`config.mk`:
```
export PLATFORM = sky130hd
export DESIGN_NAME = dram_req_arbiter
export DESIGN_NICKNAME = d
export VERILOG_FILES = /design/src/rtl/dram_req_arbiter_pkg.sv /design/src/rtl/dram_req_arbiter.sv
export SDC_FILE = /design/constraint.sdc
export NUM_CORES = 1
export LEC_CHECK = 0
export CAP_MARGIN = 20
export CORE_AREA = 3 3 132 134
export DETAILED_ROUTE_END_ITERATION = 7
export DIE_AREA = 0 0 135 137
export DONT_BUFFER_PORTS = 1
export GPL_ROUTABILITY_DRIVEN = 1
export HOLD_SLACK_MARGIN = 0.05
export PLACE_DENSITY = 0.32
export SETUP_SLACK_MARGIN = 0.2
export SKIP_LAST_GASP = 1
export SYNTH_ARGS = -nofsm -noshare
export SYNTH_HDL_FRONTEND = slang
export SYNTH_SLANG_ARGS = --single-unit
```
`constraint.sdc`:
```
create_clock -name clock -period 2.2 [get_ports clock]
set_clock_uncertainty 0.1 [all_clocks]
set_input_delay 0.55 -clock clock [delete_from_list [all_inputs] [get_ports clock]]
set_output_delay 0.55 -clock clock [all_outputs]
set_load 0.05 [all_outputs]
```
`src/rtl/dram_req_arbiter_pkg.sv`:
```
// Shared types, defaults and helpers for the DRAM request arbiter.
package dram_req_arbiter_pkg;

  // Arbiter states
  typedef enum logic [2:0] {
    ST_IDLE = 3'd0,
    ST_WR_D = 3'd1,
    ST_RD_D = 3'd2,
    ST_RD_I = 3'd3,
    ST_GAP  = 3'd4
  } state_t;

  // Requesting source; declaration order mirrors grant priority (highest first)
  typedef enum logic [1:0] {
    SRC_NONE  = 2'd0,
    SRC_DC_WR = 2'd1,
    SRC_DC_RD = 2'd2,
    SRC_IC_RD = 2'd3
  } src_t;

  localparam int BLOCK_SIZE_I_DEF = 16;
  localparam int BLOCK_SIZE_D_DEF = 8;

  // Idle cycles inserted after a read block so the controller can finish its return cycles
  localparam int GAP_CYCLES = 2;

  // Fixed-priority pick: D writeback beats D refill beats I refill
  function automatic src_t pick_source(input logic dc_wr, input logic dc_rd, input logic ic_rd);
    src_t src;
    if (dc_wr) begin
      src = SRC_DC_WR;
    end else if (dc_rd) begin
      src = SRC_DC_RD;
    end else if (ic_rd) begin
      src = SRC_IC_RD;
    end else begin
      src = SRC_NONE;
    end
    return src;
  endfunction

  // Clear the low lg address bits so the address points at the start of its block
  function automatic logic [31:0] block_align(input logic [31:0] addr, input int unsigned lg);
    return addr & ~((32'h1 << lg) - 32'h1);
  endfunction

endpackage

```
`src/rtl/dram_req_arbiter.sv`:
```
// Cache-side initiator for the DRAM controller: arbitrates I refill, D refill and
// D writeback, runs one block transaction at a time, steers returned words back to
// the requesting cache and enforces the post-read gap the controller needs.
module dram_req_arbiter
  import dram_req_arbiter_pkg::*;
#(
  parameter int BLOCK_SIZE_I = BLOCK_SIZE_I_DEF,
  parameter int BLOCK_SIZE_D = BLOCK_SIZE_D_DEF
) (
  input  logic        clock,
  input  logic        rst,
  input  logic        ic_rd_req,
  input  logic [31:0] ic_rd_addr,
  input  logic        dc_rd_req,
  input  logic [31:0] dc_rd_addr,
  input  logic        dc_wr_req,
  input  logic [31:0] dc_wr_addr,
  input  logic [31:0] dc_wr_data,
  output logic [2:0]  dc_wr_idx,
  output logic        ic_rd_val,
  output logic        dc_rd_val,
  output logic [3:0]  ic_rd_idx,
  output logic [2:0]  dc_rd_idx,
  output logic [31:0] ic_rd_data,
  output logic [31:0] dc_rd_data,
  output logic        ic_done,
  output logic        dc_done,
  output logic        dram_wr_req,
  output logic        dram_rd_req,
  output logic        idrd_req,
  output logic [31:0] dram_wr_addr,
  output logic [31:0] dram_rd_addr,
  output logic [31:0] dram_wr_data,
  input  logic        dram_wr_val,
  input  logic        dram_rd_val,
  input  logic [31:0] dram_rd_data
);

  localparam int unsigned LG_I   = $clog2(BLOCK_SIZE_I);
  localparam int unsigned LG_D   = $clog2(BLOCK_SIZE_D);
  localparam logic [3:0]  LAST_I = 4'(BLOCK_SIZE_I - 1);
  localparam logic [3:0]  LAST_D = 4'(BLOCK_SIZE_D - 1);
  localparam logic        GAP_END = 1'(GAP_CYCLES - 1);

  state_t      state, state_nxt;
  logic [3:0]  wcnt;
  logic [31:0] addr;
  logic        gap_cnt;
  logic        rd_req_q;
  logic        idrd_q;
  logic        ic_done_q;
  logic        dc_done_q;

  src_t        src;
  logic [31:0] grant_addr;
  logic        wr_last;
  logic        rd_last_d;
  logic        rd_last_i;

  // Last-strobe detection for each active transaction type
  always_comb begin
    wr_last   = (state == ST_WR_D) & dram_wr_val & (wcnt == LAST_D);
    rd_last_d = (state == ST_RD_D) & dram_rd_val & (wcnt == LAST_D);
    rd_last_i = (state == ST_RD_I) & dram_rd_val & (wcnt == LAST_I);
  end

  // Winning source and its block-aligned address for the IDLE grant
  always_comb begin
    src        = pick_source(dc_wr_req, dc_rd_req, ic_rd_req);
    grant_addr = 32'h0;
    case (src)
      SRC_DC_WR: grant_addr = block_align(dc_wr_addr, LG_D);
      SRC_DC_RD: grant_addr = block_align(dc_rd_addr, LG_D);
      SRC_IC_RD: grant_addr = block_align(ic_rd_addr, LG_I);
      default:   grant_addr = 32'h0;
    endcase
  end

  // Next-state logic
  always_comb begin
    state_nxt = state;
    case (state)
      ST_IDLE: begin
        case (src)
          SRC_DC_WR: state_nxt = ST_WR_D;
          SRC_DC_RD: state_nxt = ST_RD_D;
          SRC_IC_RD: state_nxt = ST_RD_I;
          default:   state_nxt = ST_IDLE;
        endcase
      end
      ST_WR_D: begin
        if (wr_last) begin
          state_nxt = ST_IDLE;
        end else begin
          state_nxt = ST_WR_D;
        end
      end
      ST_RD_D: begin
        if (rd_last_d) begin
          state_nxt = ST_GAP;
        end else begin
          state_nxt = ST_RD_D;
        end
      end
      ST_RD_I: begin
        if (rd_last_i) begin
          state_nxt = ST_GAP;
        end else begin
          state_nxt = ST_RD_I;
        end
      end
      ST_GAP: begin
        if (gap_cnt == GAP_END) begin
          state_nxt = ST_IDLE;
        end else begin
          state_nxt = ST_GAP;
        end
      end
      default: state_nxt = ST_IDLE;
    endcase
  end

  // State register
  always_ff @(posedge clock or posedge rst) begin
    if (rst) begin
      state <= ST_IDLE;
    end else begin
      state <= state_nxt;
    end
  end

  // Word counter: cleared while idle (so every grant starts at 0), counts matching strobes only
  always_ff @(posedge clock or posedge rst) begin
    if (rst) begin
      wcnt <= 4'd0;
    end else if (state == ST_IDLE) begin
      wcnt <= 4'd0;
    end else if ((state == ST_WR_D) && dram_wr_val) begin
      wcnt <= wcnt + 4'd1;
    end else if (((state == ST_RD_D) || (state == ST_RD_I)) && dram_rd_val) begin
      wcnt <= wcnt + 4'd1;
    end else begin
      wcnt <= wcnt;
    end
  end

  // Block address: captured on grant and held for the whole transaction
  always_ff @(posedge clock or posedge rst) begin
    if (rst) begin
      addr <= 32'h0;
    end else if ((state == ST_IDLE) && (src != SRC_NONE)) begin
      addr <= grant_addr;
    end else begin
      addr <= addr;
    end
  end

  // Gap cycle counter
  always_ff @(posedge clock or posedge rst) begin
    if (rst) begin
      gap_cnt <= 1'b0;
    end else if (state == ST_GAP) begin
      gap_cnt <= gap_cnt + 1'b1;
    end else begin
      gap_cnt <= 1'b0;
    end
  end

  // Registered read request, block-size select and done pulses
  always_ff @(posedge clock or posedge rst) begin
    if (rst) begin
      rd_req_q  <= 1'b0;
      idrd_q    <= 1'b0;
      ic_done_q <= 1'b0;
      dc_done_q <= 1'b0;
    end else begin
      rd_req_q  <= (state_nxt == ST_RD_D) || (state_nxt == ST_RD_I);
      idrd_q    <= (state_nxt == ST_RD_I);
      ic_done_q <= rd_last_i;
      dc_done_q <= wr_last | rd_last_d;
    end
  end

  // Output steering; the write request drops in the last-strobe cycle because the
  // controller is already idle then and would otherwise see a new request
  always_comb begin
    dram_rd_req  = rd_req_q;
    idrd_req     = idrd_q;
    ic_done      = ic_done_q;
    dc_done      = dc_done_q;
    dram_wr_addr = addr;
    dram_rd_addr = addr;
    dram_wr_req  = (state == ST_WR_D) & ~wr_last;
    dram_wr_data = (state == ST_WR_D) ? dc_wr_data : 32'h0;
    dc_wr_idx    = (state == ST_WR_D) ? wcnt[2:0] : 3'd0;
    ic_rd_val    = dram_rd_val & (state == ST_RD_I);
    ic_rd_idx    = (state == ST_RD_I) ? wcnt : 4'd0;
    ic_rd_data   = (state == ST_RD_I) ? dram_rd_data : 32'h0;
    dc_rd_val    = dram_rd_val & (state == ST_RD_D);
    dc_rd_idx    = (state == ST_RD_D) ? wcnt[2:0] : 3'd0;
    dc_rd_data   = (state == ST_RD_D) ? dram_rd_data : 32'h0;
  end

endmodule

```
Yosys cells after proc, flatten, opt, wreduce, memory -nomap -nowiden
Cells that the tools add are included.
{"block": "classes", "n_bitwise": 9, "n_reduce_logical": 8, "addsub": 2, "muxes": 20, "n_eq_ne": 11}
{"cell": "$mux 32", "n": 3}
{"cell": "$pmux 32 s3", "n": 1}
{"cell": "$mux 4", "n": 4}
{"cell": "$mux 3", "n": 5}
{"cell": "$pmux 3 s5", "n": 1}
{"cell": "$eq 3x2->1 const B", "n": 4}
{"cell": "$and 1x1->1", "n": 7}
{"cell": "$mux 2", "n": 3}
{"cell": "$pmux 2 s3", "n": 1}
{"cell": "$add 4x1->4 const B", "n": 1}
{"cell": "$eq 2x2->1 const B", "n": 2}
{"cell": "$eq 4x3->1 const B", "n": 1}
{"cell": "$eq 4x4->1 const B", "n": 1}
{"cell": "$eq 3x1->1 const B", "n": 1}
{"cell": "$eq 3x3->1 const B", "n": 1}
{"cell": "$logic_and 1x1->1", "n": 3}
{"cell": "$logic_not 3->1", "n": 1}
{"cell": "$reduce_bool 3->1", "n": 1}
{"cell": "$eq 2x1->1 const B", "n": 1}
{"cell": "$logic_or 1x1->1", "n": 2}
{"cell": "$mux 1", "n": 2}
{"cell": "$reduce_bool 2->1", "n": 1}
{"cell": "$add 1x1->1 const B", "n": 1}
{"cell": "$not 1->1", "n": 1}
{"cell": "$or 1x1->1", "n": 1}
{"block": "word_totals", "reg_bits": 44, "output_inout_bits": 177, "in_bits": 167, "word_cells": 58}

Longest topological paths before layout
Gate-level depths: netlist (run 1).
{"block": "depth", "word_depth": 8, "depth_mapped": 7, "mapped_depth_nobuf": 5}

Worst setup path after synthesis (run 1)
Ideal clock, no wire load.
{"block": "synth_path", "path_kind": "reg2out", "start": "register state[2]", "end": "output port dc_rd_data[10]", "path_stages_with_launch": 6, "arrival_time_ns": 1.477, "path_buffers": 3, "required_time_ns": 1.550, "path_slack_ns": 0.073, "cell_sequence": "dfrtp_1 -> buf_2 -> nor3b_1 -> buf_2 -> clkbuf_2 -> and2_1"}
{"block": "synth_between", "elab_chain_cells": 2}
{"element": "from (decl)", "line_no": "dram_req_arbiter.sv:45", "source": "state_t state, state_nxt;"}
{"element": "from (signal assigned)", "line_no": "dram_req_arbiter.sv:128", "source": "state <= state_nxt;"}
{"element": "$eq 3x2->1", "line_no": "dram_req_arbiter.sv:201", "source": "dc_rd_data = (state == ST_RD_D) ? dram_rd_data : 32'h0;"}
{"element": "$mux 32", "line_no": "dram_req_arbiter.sv:201"}
{"element": "to (decl)", "line_no": "dram_req_arbiter.sv:25", "source": "output logic [31:0] dc_rd_data,"}
No other way between the ends.

Worst setup path in the final report (run 1)
{"block": "layout_path", "start": "register state[2]", "end": "output port dc_wr_idx[0]"}
{"block": "layout_between", "elab_chain_cells": 2}
{"element": "$eq 3x1->1", "line_no": "dram_req_arbiter.sv:195", "source": "dc_wr_idx = (state == ST_WR_D) ? wcnt[2:0] : 3'd0;"}
{"element": "$mux 3", "line_no": "dram_req_arbiter.sv:195"}
{"element": "to (decl)", "line_no": "dram_req_arbiter.sv:19", "source": "output logic [2:0] dc_wr_idx,"}
No other way between the ends.

==> summary.txt, run 1 <==
Outcome: finished with violations
Failing checks: negative setup slack
Starting Density: 20.4%
Total grt overflow: 0
Worst r2r path cells: 5
GP Congestion: 0.748
Hold Crit Class: primary input to async pin
Multiplexer share of the synthesized area: 0.299%
Yosys warnings: 0
Die height: 137 µm
Clock-pin slew on the worst setup and hold paths: 0.06 ns
Synth Area in XOR/XNOR: 0.262%
FF+latch count, synth: 41
Worst Path Arrival: 1.59 ns
Post-Syn Area: 0.00334 mm²
Initial antenna violation count: 0
DR iter-0 viols: 56
Largest net degree at the start of global routing: 62
Synth Instances: 383
Worst R2R Start: state[1]
Compound-Gate Fraction of Synth Area: 19.1%
I/O pins: 344
GRT Total Usage: 11.0%
DRT antenna net count: 0
First-pass iteration count of the detailed router: 4
Post-synth top area share: 30.7%
Total power: 10.5 mW
Reg2Reg Capture Point: dram_rd_addr[20]
Vias in the first global route: 2,746
Setup slack after layout: -0.0444 ns
Die footprint: 0.0185 mm²
Synthesized area per cell: 8.73 µm²
Crit. End Element: primary output
Setup violators final: 48
Clk root buf: clkbuf_16
Sequential area share after synthesis: 30.7%
Adder-Cell Fraction of Synth Area: 0.374%
Post-synth EDFFs: 0
Largest family of logic cells by synthesized area: simple AND/OR/NAND/NOR gates
Clk sink count: 41
First-pass GRT wire length: 16,000 µm
Req. time, crit path: 1.55 ns
Synth area leader: dfrtp_1
Max Cap Viol: 0
Vias per inst: 4.43
Layout cells sized above 1: 59.3%
Asr flop ratio synth: 100%
RSZ-0062 raised after global routing: yes
PwrDens: 2060 mW/mm²
IO buf count: 0
Routed vias: 2,869
Cts hold-fix bufs: 0
Main synth FF type: dfrtp_1
Slew Viols, Final: 0
Max Fclk: 446 MHz
Simple-gate share of the synthesized area: 35.1%
Post-DP HPWL: 9000 µm
Critical path class: flop to primary output
Count leader, synth: and2_1
Top cells by area, synth: dfrtp_1, and2_1, buf_4, a221oi_1, o31ai_2
Site Rows: 47
Maximum vdd drop: 823 µV
Most frequent cells after synthesis: and2_1, dfrtp_1, buf_4
Post-Route WL: 12,100 µm
Fin. Hold Viols: 0
Final core occ: 31.1%
Post-place instance area: 0.00456 mm²
Leakage: 2.16 nW
Area growth syn-to-layout: 52.5%
WL per Instance: 18.7 µm
DRC Markers: 0
CTS tree: built
Startpoint Class: flop
Post-synth cell types: 37
Final Cell Area: 0.00510 mm²
CP max FO: 9
Final period util: 102%
Die Width: 135 µm
Setup slack, reg-to-reg: 0.47 ns
Worst-Skew Late Latency: 0.28 ns
H-tree levels: 2
Nets: 596
CTS Buffer Depth: 2
Core box area: 0.0164 mm²
Diode count: 0
Fin crit period: 2.24 ns
Total CTS buffers: 5
==> cell type report <==
class / instances / area, µm²
Clock buffer: 7 / 143
Multi-Input combinational cell: 274 / 2110
Inverter: 5 / 18.8
Timing Repair Buffer: 101 / 1530
Sequential cell: 41 / 1030
Tap cell: 220 / 275
Fill cell: 1691 / 11300
==> registers in the layout, indices dropped and copies added, names as in the netlist <==
signal        flops
dram_rd_addr     29
wcnt              4
state             3
dc_done           1
dram_rd_req       1
gap_cnt           1
ic_done           1
idrd_req          1
==> kinds of logic after synthesis <==
family | after synthesis
DFF | 41
and+or+nand+nor | 195
adders and majority gates | 1
muxes | 1
xor gates and xnor gates | 1
buffers and inverters | 73
AOI/OAI and AO/OA | 70
other | 1
==> worst max-delay path: stages, from the launching register on <==
cell	delay (ns)
dfrtp_2	0.46
nor3b_4	0.21
buf_6	0.17
clkbuf_16	0.16
and2_2	0.17
buf_12	0.14
==> cells in the final DEF (no fill, tap or decap), drive strengths merged, types with 2 or more instances in the layout <==
master / instances
dfrtp: 41
inv: 5
a21oi: 4
nand2: 36
a221oi: 28
nand3: 3
nand2b: 2
and2: 108
o31ai: 29
clkbuf: 12
nor2b: 30
conb: 6
nor3: 4
nor2: 4
buf: 96
nor3b: 3
o21ai: 7
==> per-layer routing <==
metal  vias to the layer above  part of all wire (%)  GRT usage [%]
met3                         5                   8.4           2.46
met2                       195                    54           21.8
li1                       1339                     -              -
met5                         -                     0              0
met4                         0                  0.80           2.58
met1                      1330                    37           11.6
==> what timing repair did <==
action                                  CTS  global route
endpoints found under the setup margin  109           109
pin swaps                                 1            48
hold endpoints to repair                  0             0
cloned                                    0             8
buffers inserted                          3             6
resized for setup                        40            54
==> per-stage QoR <==
stage	TNS, ns	setup slack (ns)	hold slack, ns	instances
2_1_floorplan	0	0.202	0.292	388
3_3_place_gp	0	0.226	0.304	624
3_5_place_dp	0	0.221	0.311	624
4_1_cts	-0.0563	-0.0207	0.0753	634
5_1_grt	-5.30	-0.0980	0.0915	648
6_report	-1.00	-0.0444	0.0574	648
==> power by group <==
part | internal (mW) | total [mW] | switching, mW
clock network | 0.446 | 0.740 | 0.294
logic | 2.87 | 8.46 | 5.59
registers | 1.09 | 1.32 | 0.229
==> worst max-delay path by stage <==
stage / end / slack [ns] / from
after global routing: dc_rd_val / -0.1 / state[2]
after CTS: ic_rd_idx[3] / -0.02 / state[2]
after floorplan: dc_rd_data[10] / 0.20 / state[2]
final: dc_wr_idx[0] / -0.04 / state[2]
after detailed placement: ic_rd_idx[3] / 0.22 / state[2]
after global placement: dram_wr_req / 0.23 / state[0]
No activity file was read; power rests on OpenSTA's default activity.
==> run 2, diff against run 1 <==
--- a/config.mk
+++ b/config.mk
@@ -6,13 +6,13 @@
 export NUM_CORES = 1
 export LEC_CHECK = 0
 export CAP_MARGIN = 20
-export CORE_AREA = 3 3 132 134
+export CORE_AREA = 5 5 130 132
 export DETAILED_ROUTE_END_ITERATION = 7
 export DIE_AREA = 0 0 135 137
 export DONT_BUFFER_PORTS = 1
 export GPL_ROUTABILITY_DRIVEN = 1
 export HOLD_SLACK_MARGIN = 0.05
-export PLACE_DENSITY = 0.32
+export PLACE_DENSITY = 0.34
 export SETUP_SLACK_MARGIN = 0.2
 export SKIP_LAST_GASP = 1
 export SYNTH_ARGS = -nofsm -noshare
==> summary.txt, run 2 (synthesis results as in run 1) <==
Setup slack, reg-to-reg: 0.24 ns
Die Width: 135 µm
GP Congestion: 0.702
Fin crit period: 2.27 ns
Fin. Hold Viols: 0
RSZ-0062 raised after global routing: yes
Worst-Skew Late Latency: 0.28 ns
Die height: 137 µm
Setup violators final: 66
Commonest cells after routing, fill and taps aside: and2_4, buf_12, buf_4
Max reg flops: 29
Layout cells sized above 1: 60.6%
Worst Path Arrival: 1.62 ns
Startpoint Class: flop
Post-DP HPWL: 9350 µm
Leakage: 2.23 nW
First-pass iteration count of the detailed router: 4
H-tree levels: 2
PwrDens: 2070 mW/mm²
Setup slack after layout: -0.0667 ns
First-pass GRT wire length: 17,300 µm
Most common cell after layout, fill and taps aside: and2_4
Core box area: 0.0156 mm²
Crit. End Element: primary output
Final period util: 103%
Hold WS: 0.0746 ns
Maximum vdd drop: 715 µV
Vias in the first global route: 2,986
Largest net degree at the start of global routing: 62
Clk sink count: 41
Hold Crit Class: primary input to async pin
Die footprint: 0.0185 mm²
DRC Markers: 0
Slew Viols, Final: 0
I/O pins: 344
Worst-margin pin slew: 0.814 ns
CP max FO: 14
Req. time, crit path: 1.55 ns
Post-Route WL: 12,900 µm
Site Rows: 46
DR iter-0 viols: 75
Vias per inst: 4.46
Failing checks: negative setup slack
Critical path class: flop to primary output
IO buf count: 0
Slew margin rel.: 45.5%
CTS tree: built
Max Cap Viol: 0
Cts hold-fix bufs: 0
CTS Buffer Depth: 2
Area growth syn-to-layout: 55.7%
GRT Total Usage: 11.8%
Starting Density: 21.4%
Clk root buf: clkbuf_16
Clock-pin slew on the worst setup and hold paths: 0.06 ns
Initial antenna violation count: 1
Total CTS buffers: 5
Total grt overflow: 0
Nets: 602
WL per Instance: 19.7 µm
Max Fclk: 441 MHz
Setup TNS: -2.34 ns
DRT antenna net count: 0
Outcome: finished with violations
Routed vias: 2,901
-- run 2: changes by cell type in the layout (fill, tap and decap cells not counted), moves of 2 or more --
cell and delta:
and2_4 +17, and2_2 -13, buf_6 +6, and2_1 -4
buf_12 -2, buf_4 +2, buf_8 -2
-- run 2: critical path, stage by stage (launching register included) --
cell and delay [ns]:
dfrtp_2 0.46, and3b_2 0.41, clkbuf_16 0.22, and2_4 0.24
-- run 2: metal layers --
metal	wire, µm	track usage (%)	part of all wire (%)
met1	4690	12.5	37
met2	6670	21.7	52
met3	1350	4.45	11
met4	143	3.64	1.1
met5	0	0	0
-- run 2: worst paths after layout --
| check | startpoint | end | cells past startpoint |
|---|---|---|---|
| max reg2reg | state[0] | dram_rd_addr[13] | 7 |
| min in group clock | gap_cnt | gap_cnt | 1 |
| min reg2reg | gap_cnt | gap_cnt | 1 |
| max | state[2] | ic_rd_val | 3 |
| max in group asynchronous | rst | dram_rd_addr[10] | 2 |
| min | rst | idrd_req | 2 |
-- run 2: what timing repair did --
item,CTS,global route
setup buffers,8,4
setup endpoints to repair,109,109
gates resized for setup,34,74
pin swaps,19,61
hold endpoints to repair,0,0
gates cloned,1,9
-- run 2: area by class of cell --
type,count,area [µm²]
inverter,5,18.8
sequential,41,1030
multi-input combinational,274,2130
fill,1565,10400
clock inverter,2,35.0
timing repair buffer,107,1590
clock buffer,5,125
antenna,1,2.50
tap,216,270
-- run 2: per-stage QoR --
step | instance area (µm²) | std cells | worst slack, ns | utilization (%) | power, mW
3_3_place_gp | 4540 | 620 | -0.0514 | 29.1 | 8.95
6_report | 5200 | 651 | -0.0667 | 33.4 | 10.8
4_1_cts | 4860 | 637 | -0.0712 | 31.1 | 10.1
3_5_place_dp | 4560 | 621 | 0.169 | 29.2 | 8.98
5_1_grt | 5200 | 651 | -0.130 | 33.4 | 11.3
2_1_floorplan | 3470 | 388 | 0.202 | - | 7.34
-- run 2: power breakdown --
group          leakage (nW)  internal (mW)  total (mW)  switching [mW]
registers             0.511           1.09        1.31           0.221
clock network        0.0797          0.527       0.821           0.294
logic                  1.64           3.00        8.67            5.67
